## config.mk

```make
export PLATFORM = sky130hd
export DESIGN_NAME = matvec_mul_scheduler
export DESIGN_NICKNAME = d
export VERILOG_FILES = /design/src/rtl/saber_pkg.sv /design/src/rtl/matvec_idx_gen.sv /design/src/rtl/matvec_mul_scheduler.sv
export SDC_FILE = /design/constraint.sdc
export NUM_CORES = 1
export LEC_CHECK = 0
export ABC_AREA = 1
export CORE_MARGIN = 1
export CORE_UTILIZATION = 35
export DETAILED_ROUTE_END_ITERATION = 16
export SYNTH_ARGS = -nofsm -noshare
export SYNTH_HDL_FRONTEND = slang
export SYNTH_HIERARCHICAL = 1
export SYNTH_SLANG_ARGS = --single-unit
```

## constraint.sdc

```tcl
create_clock -name clk -period 6.4 [get_ports clk]
set_clock_uncertainty 0.2 [all_clocks]
set_input_delay 0.64 -clock clk [delete_from_list [all_inputs] [get_ports clk]]
set_output_delay 0.64 -clock clk [all_outputs]
set_load 0.01 [all_outputs]
```

## src/rtl/saber_pkg.sv

```systemverilog
// Shared definitions for the Saber matrix-vector scheduler: FSM encoding,
// memory geometry and the matrix polynomial index helper.
package saber_pkg;

    localparam int WORDS          = 64;
    localparam int L_DEFAULT      = 3;
    localparam int RD_LAT_DEFAULT = 1;
    localparam int ADDR_W         = 9;
    localparam int IDX_W          = 4;
    localparam int RC_W           = 2;
    localparam int WORD_W         = 6;

    typedef enum logic [2:0] {
        ST_IDLE,
        ST_LOAD,
        ST_MUL,
        ST_NEXTK,
        ST_READ,
        ST_DRAIN,
        ST_FIN
    } state_t;

    // Row-major index of A[r][k], or of A[k][r] when the matrix is used transposed.
    function automatic logic [IDX_W-1:0] mat_index(input logic [RC_W-1:0] r,
                                                   input logic [RC_W-1:0] k,
                                                   input logic tr,
                                                   input int l);
        int major;
        int minor;
        major = tr ? int'(k) : int'(r);
        minor = tr ? int'(r) : int'(k);
        return IDX_W'(major * l + minor);
    endfunction

endpackage

```

## src/rtl/matvec_idx_gen.sv

```systemverilog
// Row/product/word counters, matrix index selection and the delayed
// result-memory write port for the matrix-vector scheduler.
module matvec_idx_gen
    import saber_pkg::*;
#(
    parameter int L      = L_DEFAULT,
    parameter int RD_LAT = RD_LAT_DEFAULT
) (
    input  logic              clk,
    input  logic              rst,
    input  logic              load,
    input  logic              clr,
    input  logic              k_inc,
    input  logic              row_next,
    input  logic              word_inc,
    input  logic              word_clr,
    input  logic              rd,
    input  logic              transpose,
    input  logic [ADDR_W-1:0] result_base,
    output logic [IDX_W-1:0]  a_index,
    output logic [RC_W-1:0]   pol_base_sel,
    output logic              first_k,
    output logic              last_k,
    output logic              last_r,
    output logic              last_word,
    output logic              drain_last,
    output logic [ADDR_W-1:0] write_address,
    output logic              wen
);

    logic [RC_W-1:0]   r_reg;
    logic [RC_W-1:0]   k_reg;
    logic [WORD_W-1:0] word_reg;
    logic              tr_reg;
    logic [ADDR_W-1:0] base_reg;
    logic [ADDR_W-1:0] addr_now;
    logic [ADDR_W-1:0] addr_pipe_reg [RD_LAT];
    logic [RD_LAT-1:0] wen_pipe_reg;

    always_ff @(posedge clk or negedge rst) begin
        if (!rst) begin
            r_reg    <= '0;
            k_reg    <= '0;
            word_reg <= '0;
            tr_reg   <= 1'b0;
            base_reg <= '0;
        end else begin
            if (load || clr) begin
                r_reg    <= '0;
                k_reg    <= '0;
                word_reg <= '0;
            end else begin
                if (row_next) begin
                    r_reg <= r_reg + RC_W'(1);
                    k_reg <= '0;
                end else if (k_inc) begin
                    k_reg <= k_reg + RC_W'(1);
                end
                // The word counter wraps to 0 after the last read word and then
                // doubles as the drain counter.
                if (word_clr) begin
                    word_reg <= '0;
                end else if (word_inc) begin
                    word_reg <= word_reg + WORD_W'(1);
                end
            end
            if (load) begin
                tr_reg   <= transpose;
                base_reg <= result_base;
            end
        end
    end

    assign a_index      = mat_index(r_reg, k_reg, tr_reg, L);
    assign pol_base_sel = k_reg;
    assign first_k      = (k_reg == '0);
    assign last_k       = (k_reg == RC_W'(L - 1));
    assign last_r       = (r_reg == RC_W'(L - 1));
    assign last_word    = (word_reg == WORD_W'(WORDS - 1));
    assign drain_last   = (word_reg == WORD_W'(RD_LAT - 1));
    assign addr_now     = base_reg + ADDR_W'(r_reg) * ADDR_W'(WORDS) + ADDR_W'(word_reg);

    // Match the multiplier's read latency so address and strobe meet the data.
    always_ff @(posedge clk or negedge rst) begin
        if (!rst) begin
            for (int i = 0; i < RD_LAT; i++) begin
                addr_pipe_reg[i] <= '0;
            end
            wen_pipe_reg <= '0;
        end else begin
            addr_pipe_reg[0] <= addr_now;
            wen_pipe_reg[0]  <= rd;
            for (int i = 1; i < RD_LAT; i++) begin
                addr_pipe_reg[i] <= addr_pipe_reg[i-1];
                wen_pipe_reg[i]  <= wen_pipe_reg[i-1];
            end
        end
    end

    assign write_address = addr_pipe_reg[RD_LAT-1];
    assign wen           = wen_pipe_reg[RD_LAT-1];

endmodule

```

## src/rtl/matvec_mul_scheduler.sv

```systemverilog
// Sequences the polynomial multiplier through an LxL matrix-vector product,
// one accumulated row at a time, and streams each row into polynomial memory.
module matvec_mul_scheduler
    import saber_pkg::*;
#(
    parameter int L      = L_DEFAULT,
    parameter int RD_LAT = RD_LAT_DEFAULT
) (
    input  logic              clk,
    input  logic              rst,
    input  logic              start,
    input  logic              transpose,
    input  logic [ADDR_W-1:0] result_base,
    output logic              busy,
    output logic              done,
    output logic              rst_pol_mul,
    output logic              pol_acc_clear,
    output logic [IDX_W-1:0]  a_index,
    output logic [RC_W-1:0]   pol_base_sel,
    input  logic              pol_mul_done,
    output logic              result_pol_read,
    output logic [ADDR_W-1:0] write_address,
    output logic              PolMem_wen
);

    state_t state_reg;
    state_t state_next;

    logic load;
    logic clr;
    logic k_inc;
    logic row_next;
    logic word_inc;
    logic word_clr;
    logic first_k;
    logic last_k;
    logic last_r;
    logic last_word;
    logic drain_last;

    always_ff @(posedge clk or negedge rst) begin
        if (!rst) begin
            state_reg <= ST_IDLE;
        end else begin
            state_reg <= state_next;
        end
    end

    always_comb begin
        state_next = state_reg;
        case (state_reg)
            ST_IDLE:  if (start) state_next = ST_LOAD;
            ST_LOAD:  state_next = ST_MUL;
            // pol_mul_done is only trusted while the multiplier is out of reset.
            ST_MUL:   if (pol_mul_done) state_next = ST_NEXTK;
            ST_NEXTK: state_next = last_k ? ST_READ : ST_LOAD;
            ST_READ:  if (last_word) state_next = ST_DRAIN;
            ST_DRAIN: if (drain_last) state_next = last_r ? ST_FIN : ST_LOAD;
            ST_FIN:   state_next = ST_IDLE;
            default:  state_next = ST_IDLE;
        endcase
    end

    always_comb begin
        busy            = (state_reg != ST_IDLE) && (state_reg != ST_FIN);
        done            = (state_reg == ST_FIN);
        rst_pol_mul     = (state_reg != ST_MUL);
        pol_acc_clear   = ((state_reg == ST_LOAD) || (state_reg == ST_MUL)) && first_k;
        result_pol_read = (state_reg == ST_READ);
        load            = (state_reg == ST_IDLE) && start;
        clr             = (state_reg == ST_FIN);
        k_inc           = (state_reg == ST_NEXTK) && !last_k;
        row_next        = (state_reg == ST_DRAIN) && drain_last && !last_r;
        word_inc        = (state_reg == ST_READ) || (state_reg == ST_DRAIN);
        word_clr        = (state_reg == ST_DRAIN) && drain_last;
    end

    matvec_idx_gen #(
        .L      (L),
        .RD_LAT (RD_LAT)
    ) u_idx_gen (
        .clk           (clk),
        .rst           (rst),
        .load          (load),
        .clr           (clr),
        .k_inc         (k_inc),
        .row_next      (row_next),
        .word_inc      (word_inc),
        .word_clr      (word_clr),
        .rd            (result_pol_read),
        .transpose     (transpose),
        .result_base   (result_base),
        .a_index       (a_index),
        .pol_base_sel  (pol_base_sel),
        .first_k       (first_k),
        .last_k        (last_k),
        .last_r        (last_r),
        .last_word     (last_word),
        .drain_last    (drain_last),
        .write_address (write_address),
        .wen           (PolMem_wen)
    );

endmodule

```

==> results of run 1 <==
## cell families (layout without fill, tap and decap cells)
family                     Yosys count  in the layout  share of synthesized area [%]
xor gates and xnor gates             3              3                           1.31
adders and majority gates           18             18                           12.3
buffers and inverters               44             85                           8.84
and+or+nand+nor                    146            146                           31.1
AOI/OAI and AO/OA                   18             18                           5.36
DFF                                 33             33                           41.1
## Yosys cell counts (all sizes together)
library cell  number  area share, %
nand2             94             18
inv               40            7.5
dfrtp             33             41
nor2              27            5.8
ha                15            9.3
nand3             15            4.0
a21oi              9            2.6
o21ai              6            1.7
nand4              4            1.6
buf                3            1.2
fa                 3            3.0
nor3               2           0.75
or2                2           0.75
xor2               2           0.87
a211oi             1           0.37
a31oi              1           0.31
clkinv             1           0.19
nand3b             1           0.37
nor4               1           0.31
o21bai             1           0.37
xnor2              1           0.44
## stage by stage
stage | area (sq um) | power (uW) | hold WS (ns) | setup slack (ns) | utilization (%)
2_1_floorplan | 2010 | 721 | 0.144 | 3.55 | -
3_3_place_gp | 2440 | 950 | 0.268 | 3.02 | 44.3
3_5_place_dp | 2440 | 959 | 0.268 | 2.98 | 44.3
4_1_cts | 2550 | 1170 | 0.286 | 2.66 | 46.4
5_1_grt | 2550 | 1260 | 0.314 | 2.50 | 46.4
6_report | 2550 | 1150 | 0.280 | 2.70 | 46.4
## area by class of cell
cell class                 instances  share of cell area (%)
multi-input combinational        185                    39.6
sequential                        33                    32.3
timing repair buffer              36                    13.9
clock inverter                     1                    1.18
tap                               72                    3.53
clock buffer                       7                    3.38
inverter                          41                    6.03
## layer usage
metal / vias up / track usage [%]
li1: 893 / -
met1: 768 / 17.9
met2: 36 / 23.0
met3: 8 / 3.41
met4: 0 / 6.60
met5: - / 0
## where the power goes
group	internal [uW]	leakage, uW	total, uW	switching [uW]
logic	281	0.000872	590	309
registers	290	0.000425	358	67.3
clock network	127	0.0000585	204	77.3
total	698	0.00136	1150	454
## final timing paths
path / from / end / slack (ns)
max: u_idx_gen/tr_reg / a_index[2] / 2.70
min: u_idx_gen/base_reg[0] / u_idx_gen/base_reg[0] / 0.28
min in group asynchronous: rst / u_idx_gen/base_reg[8] / 0.56
min reg2reg: u_idx_gen/base_reg[0] / u_idx_gen/base_reg[0] / 0.28
max reg2reg: state_reg[0] / u_idx_gen/base_reg[3] / 4.46
max in group asynchronous: rst / u_idx_gen/base_reg[2] / 5.13
## worst max-delay path, delay by kind of cell (launching register included)
family / cells / cell delay (ns)
buffers and inverters: 4 / 0.68
DFF: 1 / 0.43
adders and majority gates: 3 / 1.04
AOI/OAI and AO/OA: 1 / 0.41
==> impl_metrics.json, run 1 <==
{
  "run_status": "finished clean",
  "clk-insertion-delay-late_ns": 0.28,
  "gp_congestion": 0.810,
  "dp_cells": 367,
  "syn_nets": 294,
  "synth_cell_type_count": 32,
  "grt-ovfl-total": 0,
  "cts_made_buffers": 5,
  "end_kind": "primary output",
  "design.portCount": 35,
  "layout-area-overhead-vs-synth_pct": 27.1,
  "timing.max_slew.rel_slack_pct": 69.6,
  "die_x_microns": 77.8,
  "full_die_area_sq_mm": 0.00605,
  "antenna_violations_before_repair": 0,
  "clkTransAtPathRegs_ns": 0.07,
  "postSynthRegisterBits": 33,
  "worst_slew_pin_slew_ns": 0.451,
  "grt_first_pass_wirelength_microns": 6780,
  "yosys_warnings": 6,
  "final_min_period_over_clock_period_pct": 57.7,
  "syn_area_sq_mm": 0.00201,
  "grt_max_degree": 34,
  "maxcap_violations": 0,
  "via_count": 1705,
  "ctsLongestPathBuffers": 2,
  "setup_violations_final": 0,
  "cell_by_cell_trace_of_the_critical_path": "o21ai_0, fa_1, inv_1, ha_1, inv_1, fa_1, inv_1, clkdlybuf4s50_1",
  "io_buffers": 34,
  "postSynthAreaPerCell_sq_um": 7.67,
  "wirelength_met1_microns": 1860,
  "setup_repair_after_global_routing_missed_its_margin": "no",
  "fmaxAchievable_mhz": 271,
  "required_ns": 5.56,
  "detail_route.drc_violations": 0,
  "design.core.area_sq_mm": 0.00551,
  "dieHeight_microns": 77.8,
  "clock_sinks": 33,
  "detail_route.first_pass.iterations": 4,
  "placement_rows": 27,
  "met2_wirelength_microns": 1690,
  "critical_path_peak_fanout": 7,
  "post_cts_hold_buffer_count": 0,
  "cts-htree-levels": 2,
  "ctsRootBufferMaster": "clkbuf_8",
  "tritoncts_clock_tree": "yes",
  "critical_path.max_stage_delay_ns": 0.52,
  "holdCritPathClass": "reg -> reg",
  "route.top_layer_used": "met4",
  "drt_iter0_drc": 45,
  "drt_wl_total_microns": 3790,
  "slew_viol_final": 0,
  "cp_slowest_cell": "clkdlybuf4s50_1",
  "peakVddDrop_mv": 0.207,
  "initial_core_util_pct": 36.5,
  "leakage_uw": 0.00136,
  "final_common_cell": "nand2_1",
  "cellPowerDensity_mw_per_mm2": 451,
  "fin_cells": 375,
  "postSynthCellCount": 262,
  "synth-seq-area-share_pct": 41.1,
  "worstSetupPathType": "reg -> out",
  "whs_path_depth": 2,
  "cp-start-kind": "flop",
  "cts_post_setup_buffers_inserted": 0,
  "post_drt_via_cell_ratio": 4.55,
  "layout_min_cycle_time_ns": 3.70,
  "wl_per_cell_microns": 10.1,
  "nets": 334,
  "ant_nets": 0,
  "final_hold_violation_count": 0,
  "cp_dominant_cell_by_count": "inv_1",
  "regArea_sq_um": 826,
  "wl_met3_microns": 180,
  "final_cell_mix": "nand2_1 (94), inv_1 (36), clkdlybuf4s50_1 (34), dfrtp_1 (33), nor2_1 (23)",
  "grt.total_usage_pct": 14.3,
  "finalSetupTns_ns": 0,
  "drive_gt1_share_pct": 8.25,
  "antennaDiodeCount": 0,
  "num-fill-cells": 545,
  "cts_resized": 0,
  "worst-endpoint-arrival_ns": 2.86,
  "number_of_global_route_vias_before_repair": 1560,
  "multiInputGateArea_sq_mm": 0.00101,
  "timing.reg2reg.worst_path_depth": 5,
  "place_hpwl_microns": 2880
}
(Power assumes the default switching activity.)
==> run 2, diff against run 1 <==
==> constraint.sdc (replaced) <==
create_clock -name clk -period 3.1 [get_ports clk]
set_clock_uncertainty 0.2 [all_clocks]
set_input_delay 0.31 -clock clk [delete_from_list [all_inputs] [get_ports clk]]
set_output_delay 0.31 -clock clk [all_outputs]
set_load 0.01 [all_outputs]
==> run 2 against run 1 <==
  * Global-route usage rose by 0.90 points
  * Power increased by 100%
  * First-iteration DRC count is 49% higher
  * Core utilization up 0.11 points
  * Clock-buffer cell count fell by 1
  * Final cell count up 1.1%
  * Largest cell class unchanged
  * Highest routed layer unchanged
==> impl_metrics.json, run 2 (synthesis gave the netlist of run 1 again) <==
{
  "grt_max_degree": 34,
  "peakVddDrop_mv": 0.414,
  "final_common_cell": "nand2_1",
  "fmaxAchievable_mhz": 340,
  "place_hpwl_microns": 2960,
  "cellPowerDensity_mw_per_mm2": 907,
  "dieHeight_microns": 77.8,
  "initial_core_util_pct": 36.5,
  "multiInputGateArea_sq_mm": 0.00102,
  "via_count": 1715,
  "holdCritPathClass": "in -> async",
  "critical_path_peak_fanout": 7,
  "antenna_violations_before_repair": 0,
  "final_min_period_over_clock_period_pct": 94.8,
  "setup_violations_final": 0,
  "wl_per_cell_microns": 10.7,
  "final_cell_mix": "nand2_1 (94), inv_1 (34), clkdlybuf4s50_1 (32), dfrtp_1 (32), nor2_1 (23)",
  "setup_slack_ns": 0.160,
  "final_hold_violation_count": 0,
  "die_x_microns": 77.8,
  "timing.max_slew.rel_slack_pct": 69.7,
  "end_kind": "primary output",
  "design.portCount": 35,
  "setup_repair_after_global_routing_missed_its_margin": "no",
  "run_status": "finished clean",
  "cts-htree-levels": 2,
  "detail_route.first_pass.iterations": 4,
  "leakage_uw": 0.00138,
  "worstSetupPathType": "reg -> out",
  "full_die_area_sq_mm": 0.00605,
  "cts_made_buffers": 5,
  "design.core.area_sq_mm": 0.00551,
  "fin_cells": 379,
  "gp_congestion": 0.817,
  "ctsRootBufferMaster": "clkbuf_8",
  "worst-endpoint-arrival_ns": 2.43,
  "ant_nets": 0,
  "drt_iter0_drc": 67,
  "placement_rows": 27,
  "detailedPlace.worstSlack_ns": 0.0907,
  "layout-area-overhead-vs-synth_pct": 27.4,
  "antennaDiodeCount": 0,
  "finalSetupTns_ns": 0,
  "grt.total_usage_pct": 15.2,
  "grt-ovfl-total": 0,
  "clock_sinks": 33,
  "drt_wl_total_microns": 4060,
  "cp-start-kind": "flop",
  "num-fill-cells": 535,
  "grt_first_pass_wirelength_microns": 7140,
  "layout_min_cycle_time_ns": 2.94,
  "worst_slew_pin_slew_ns": 0.451,
  "tritoncts_clock_tree": "yes",
  "clk-insertion-delay-late_ns": 0.29,
  "number_of_global_route_vias_before_repair": 1693,
  "required_ns": 2.59,
  "drive_gt1_share_pct": 11.1,
  "io_buffers": 34,
  "clkTransAtPathRegs_ns": 0.07,
  "detail_route.drc_violations": 0,
  "post_drt_via_cell_ratio": 4.53,
  "dp_cells": 368,
  "ctsLongestPathBuffers": 2,
  "post_cts_hold_buffer_count": 0,
  "slew_viol_final": 0,
  "nets": 338,
  "regArea_sq_um": 827,
  "maxcap_violations": 0
}
[run 2: cell count changes in the layout (fill, tap and decap cells not counted), sizes merged]
cell	delta
buf	+4
clkdlybuf4s50	-2
clkinv	+2
bufinv	-1
clkbuf	-1
dlygate4sd2	+1
dlymetal6s2s	+1
[run 2: final cells by class]
type / instances / area share (%)
Sequential cell: 33 / 32.3
Multi-Input combinational cell: 185 / 39.8
Clock inverter: 2 / 0.391
Inverter: 41 / 6.01
Clock buffer: 6 / 2.83
Tap cell: 72 / 3.52
Timing Repair Buffer: 40 / 15.1
[run 2: timing repair]
item	in CTS	in global routing
resized for setup	7	2
setup buffers	3	0
endpoints found under the hold margin	0	0
pin swaps	0	0
setup endpoints to repair	2	1
[run 2: where the power goes]
group	switching, uW	total [uW]	internal [uW]	leakage [uW]
logic	659	1260	604	0.000914
clock network	157	312	155	0.0000450
registers	147	747	601	0.000424
total	962	2320	1360	0.00138
[run 2: layer usage]
layer  track usage (%)  share of wire (%)
met1              18.6                 47
met2              24.6                 45
met3              3.41                5.2
met4              8.11                2.4
met5                 0                  0
[run 2: worst paths after layout]
check,slack [ns],endpoint,cells after the start,startpoint
setup / recovery,0.16,a_index[2],9,u_idx_gen/tr_reg
hold / removal,0.23,u_idx_gen/pol_base_sel[1],2,rst
setup reg to reg,1.13,u_idx_gen/tr_reg,4,state_reg[0]
hold reg to reg,0.29,u_idx_gen/base_reg[3],2,u_idx_gen/base_reg[3]
max in group asynchronous,2.15,u_idx_gen/tr_reg,2,rst
min in group clk,0.29,u_idx_gen/base_reg[3],2,u_idx_gen/base_reg[3]
[run 2: critical path: stages (launching register included)]
cell and delay [ns]:
dfrtp_2 0.45, nand2_1 0.08, o21ai_1 0.08, fa_1 0.53, inv_1 0.04, ha_1 0.18, inv_1 0.06, fa_1 0.40
inv_1 0.06, dlygate4sd2_1 0.25
[run 2: per-stage QoR]
step	utilization [%]	hold WS [ns]	total power, uW	area [sq um]
floorplan	-	-0.186	1490	2010
global placement	44.4	0.268	1980	2440
detailed placement	44.4	0.275	2000	2440
CTS	46.4	0.243	2350	2550
global route	46.5	0.266	2560	2560
finish	46.5	0.232	2320	2560
==> run 3, diff against run 2 <==
--- a/config.mk
+++ b/config.mk
@@ -6,6 +6,7 @@
 export NUM_CORES = 1
 export LEC_CHECK = 0
 export ABC_AREA = 1
+export CORE_ASPECT_RATIO = 1.75
 export CORE_MARGIN = 1
 export CORE_UTILIZATION = 35
 export DETAILED_ROUTE_END_ITERATION = 16
==> run 3 against run 2 <==
  * First-iteration DRC count is 63% lower
  * Die area is 0.20% higher
  * Clock-buffer cell count is 1 lower
  * Critical path type unchanged
  * Critical endpoint unchanged
==> impl_metrics.json, run 3 (synthesis gave the netlist of run 1 again) <==
{
  "run_status": "finished clean",
  "end_kind": "primary output",
  "ctsRootBufferMaster": "clkbuf_8",
  "antennaDiodeCount": 0,
  "critical_path.endpoint": "a_index[2]",
  "design.core.area_sq_mm": 0.00554,
  "drt_iter0_drc": 25,
  "gp_congestion": 0.758,
  "full_die_area_sq_mm": 0.00606,
  "clkTransAtPathRegs_ns": 0.07,
  "worst-endpoint-arrival_ns": 2.32,
  "post_drt_via_cell_ratio": 4.52,
  "finalSetupTns_ns": 0,
  "required_ns": 2.59,
  "clk-insertion-delay-late_ns": 0.29,
  "final_hold_violation_count": 0,
  "dieHeight_microns": 102,
  "cts_made_buffers": 5,
  "peakVddDrop_mv": 0.511,
  "layout_min_cycle_time_ns": 2.83,
  "detail_route.first_pass.iterations": 5,
  "fin_cells": 382,
  "ctsLongestPathBuffers": 2,
  "grt_first_pass_wirelength_microns": 7270,
  "tritoncts_clock_tree": "yes",
  "leakage_uw": 0.00140,
  "detail_route.drc_violations": 0,
  "rr_endpoint": "u_idx_gen/write_address[8]",
  "clock_sinks": 33,
  "via_count": 1727,
  "layout-area-overhead-vs-synth_pct": 29.9,
  "fmaxAchievable_mhz": 354,
  "regToRegSetupSlack_ns": 1.19,
  "place_hpwl_microns": 3230,
  "drive_gt1_share_pct": 11.4,
  "nets": 337,
  "cts-htree-levels": 2,
  "final_cell_mix": "nand2_1 (94), inv_1 (36), clkdlybuf4s50_1 (32), dfrtp_1 (32), nor2_1 (22)",
  "grt-ovfl-total": 0,
  "worstSetupPathType": "reg -> out",
  "die_x_microns": 59.3,
  "maxcap_violations": 0,
  "num-fill-cells": 563,
  "setup_violations_final": 0,
  "critPathLaunch": "u_idx_gen/tr_reg",
  "drt_wl_total_microns": 4140,
  "io_buffers": 34,
  "post_place_cell_area_sq_mm": 0.00245,
  "cp-start-kind": "flop",
  "final_min_period_over_clock_period_pct": 91.2,
  "holdCritPathClass": "in -> async",
  "dp_cells": 372,
  "placement_rows": 36,
  "initial_core_util_pct": 36.3,
  "ant_nets": 0,
  "grt_max_degree": 34,
  "fin_area_sq_mm": 0.00261,
  "grt.total_usage_pct": 16.1,
  "timing.max_slew.rel_slack_pct": 71.8,
  "worst_slew_pin_slew_ns": 0.423,
  "core_occupancy_in_the_finished_layout_pct": 47.1,
  "setup_repair_after_global_routing_missed_its_margin": "no",
  "slew_viol_final": 0,
  "timing.reg2reg.worst_path_depth": 8,
  "final_common_cell": "nand2_1",
  "wl_per_cell_microns": 10.8,
  "cellPowerDensity_mw_per_mm2": 955,
  "antenna_violations_before_repair": 0,
  "number_of_global_route_vias_before_repair": 1731,
  "design.portCount": 35,
  "critical_path_peak_fanout": 7,
  "critical_path.reg2reg.startpoint": "u_idx_gen/word_reg[0]"
}
[run 3: worst min-delay path by stage]
stage | end | cells after the start
2_1_floorplan | state_reg[0] | 0
3_3_place_gp | u_idx_gen/base_reg[5] | 2
3_5_place_dp | u_idx_gen/base_reg[2] | 2
4_1_cts | u_idx_gen/base_reg[1] | 2
5_1_grt | u_idx_gen/base_reg[1] | 2
6_report | u_idx_gen/write_address[1] | 2
[run 3: what timing repair did]
item,in CTS,in global routing
endpoints found under the setup margin,2,2
buffers inserted,2,0
gates resized for setup,7,4
hold buffers,0,0
[run 3: cell type report]
type	count	area [sq um]	share of cell area (%)
clock buffer	5	68.8	2.64
clock inverter	3	65.1	2.49
inverter	41	154	5.89
multi-input combinational	185	1030	39.3
sequential	33	827	31.7
tap	76	95.1	3.64
timing repair buffer	39	375	14.4
[run 3: layer usage]
metal	track usage [%]	part of all wire, %	routed length, microns
met5	0	0	0
met4	9.71	2.7	112
met3	2.15	3.4	139
met2	31.4	58	2390
met1	15.0	36	1490
[run 3: power breakdown]
part	switching, uW	leakage [uW]	internal (uW)
clock network	168	0.0000681	319
logic	665	0.000908	597
registers	144	0.000424	600
[run 3: worst max-delay path, cell delays in order (launching register included)]
cell and delay [ns]:
dfrtp_2 0.46, nor2_2 0.16, a21oi_2 0.05, fa_1 0.48, inv_1 0.04, ha_1 0.18, inv_1 0.06, fa_1 0.40
inv_1 0.06, clkbuf_2 0.12
[run 3: stage by stage]
step	setup WS, ns	hold slack, ns	total power, uW
after floorplan	0.576	-0.186	1490
after CTS	0.00202	0.236	2530
after global routing	0.113	0.279	2720
after global placement	0.151	0.258	1990
final	0.271	0.222	2490
after detailed placement	0.0957	0.263	2010
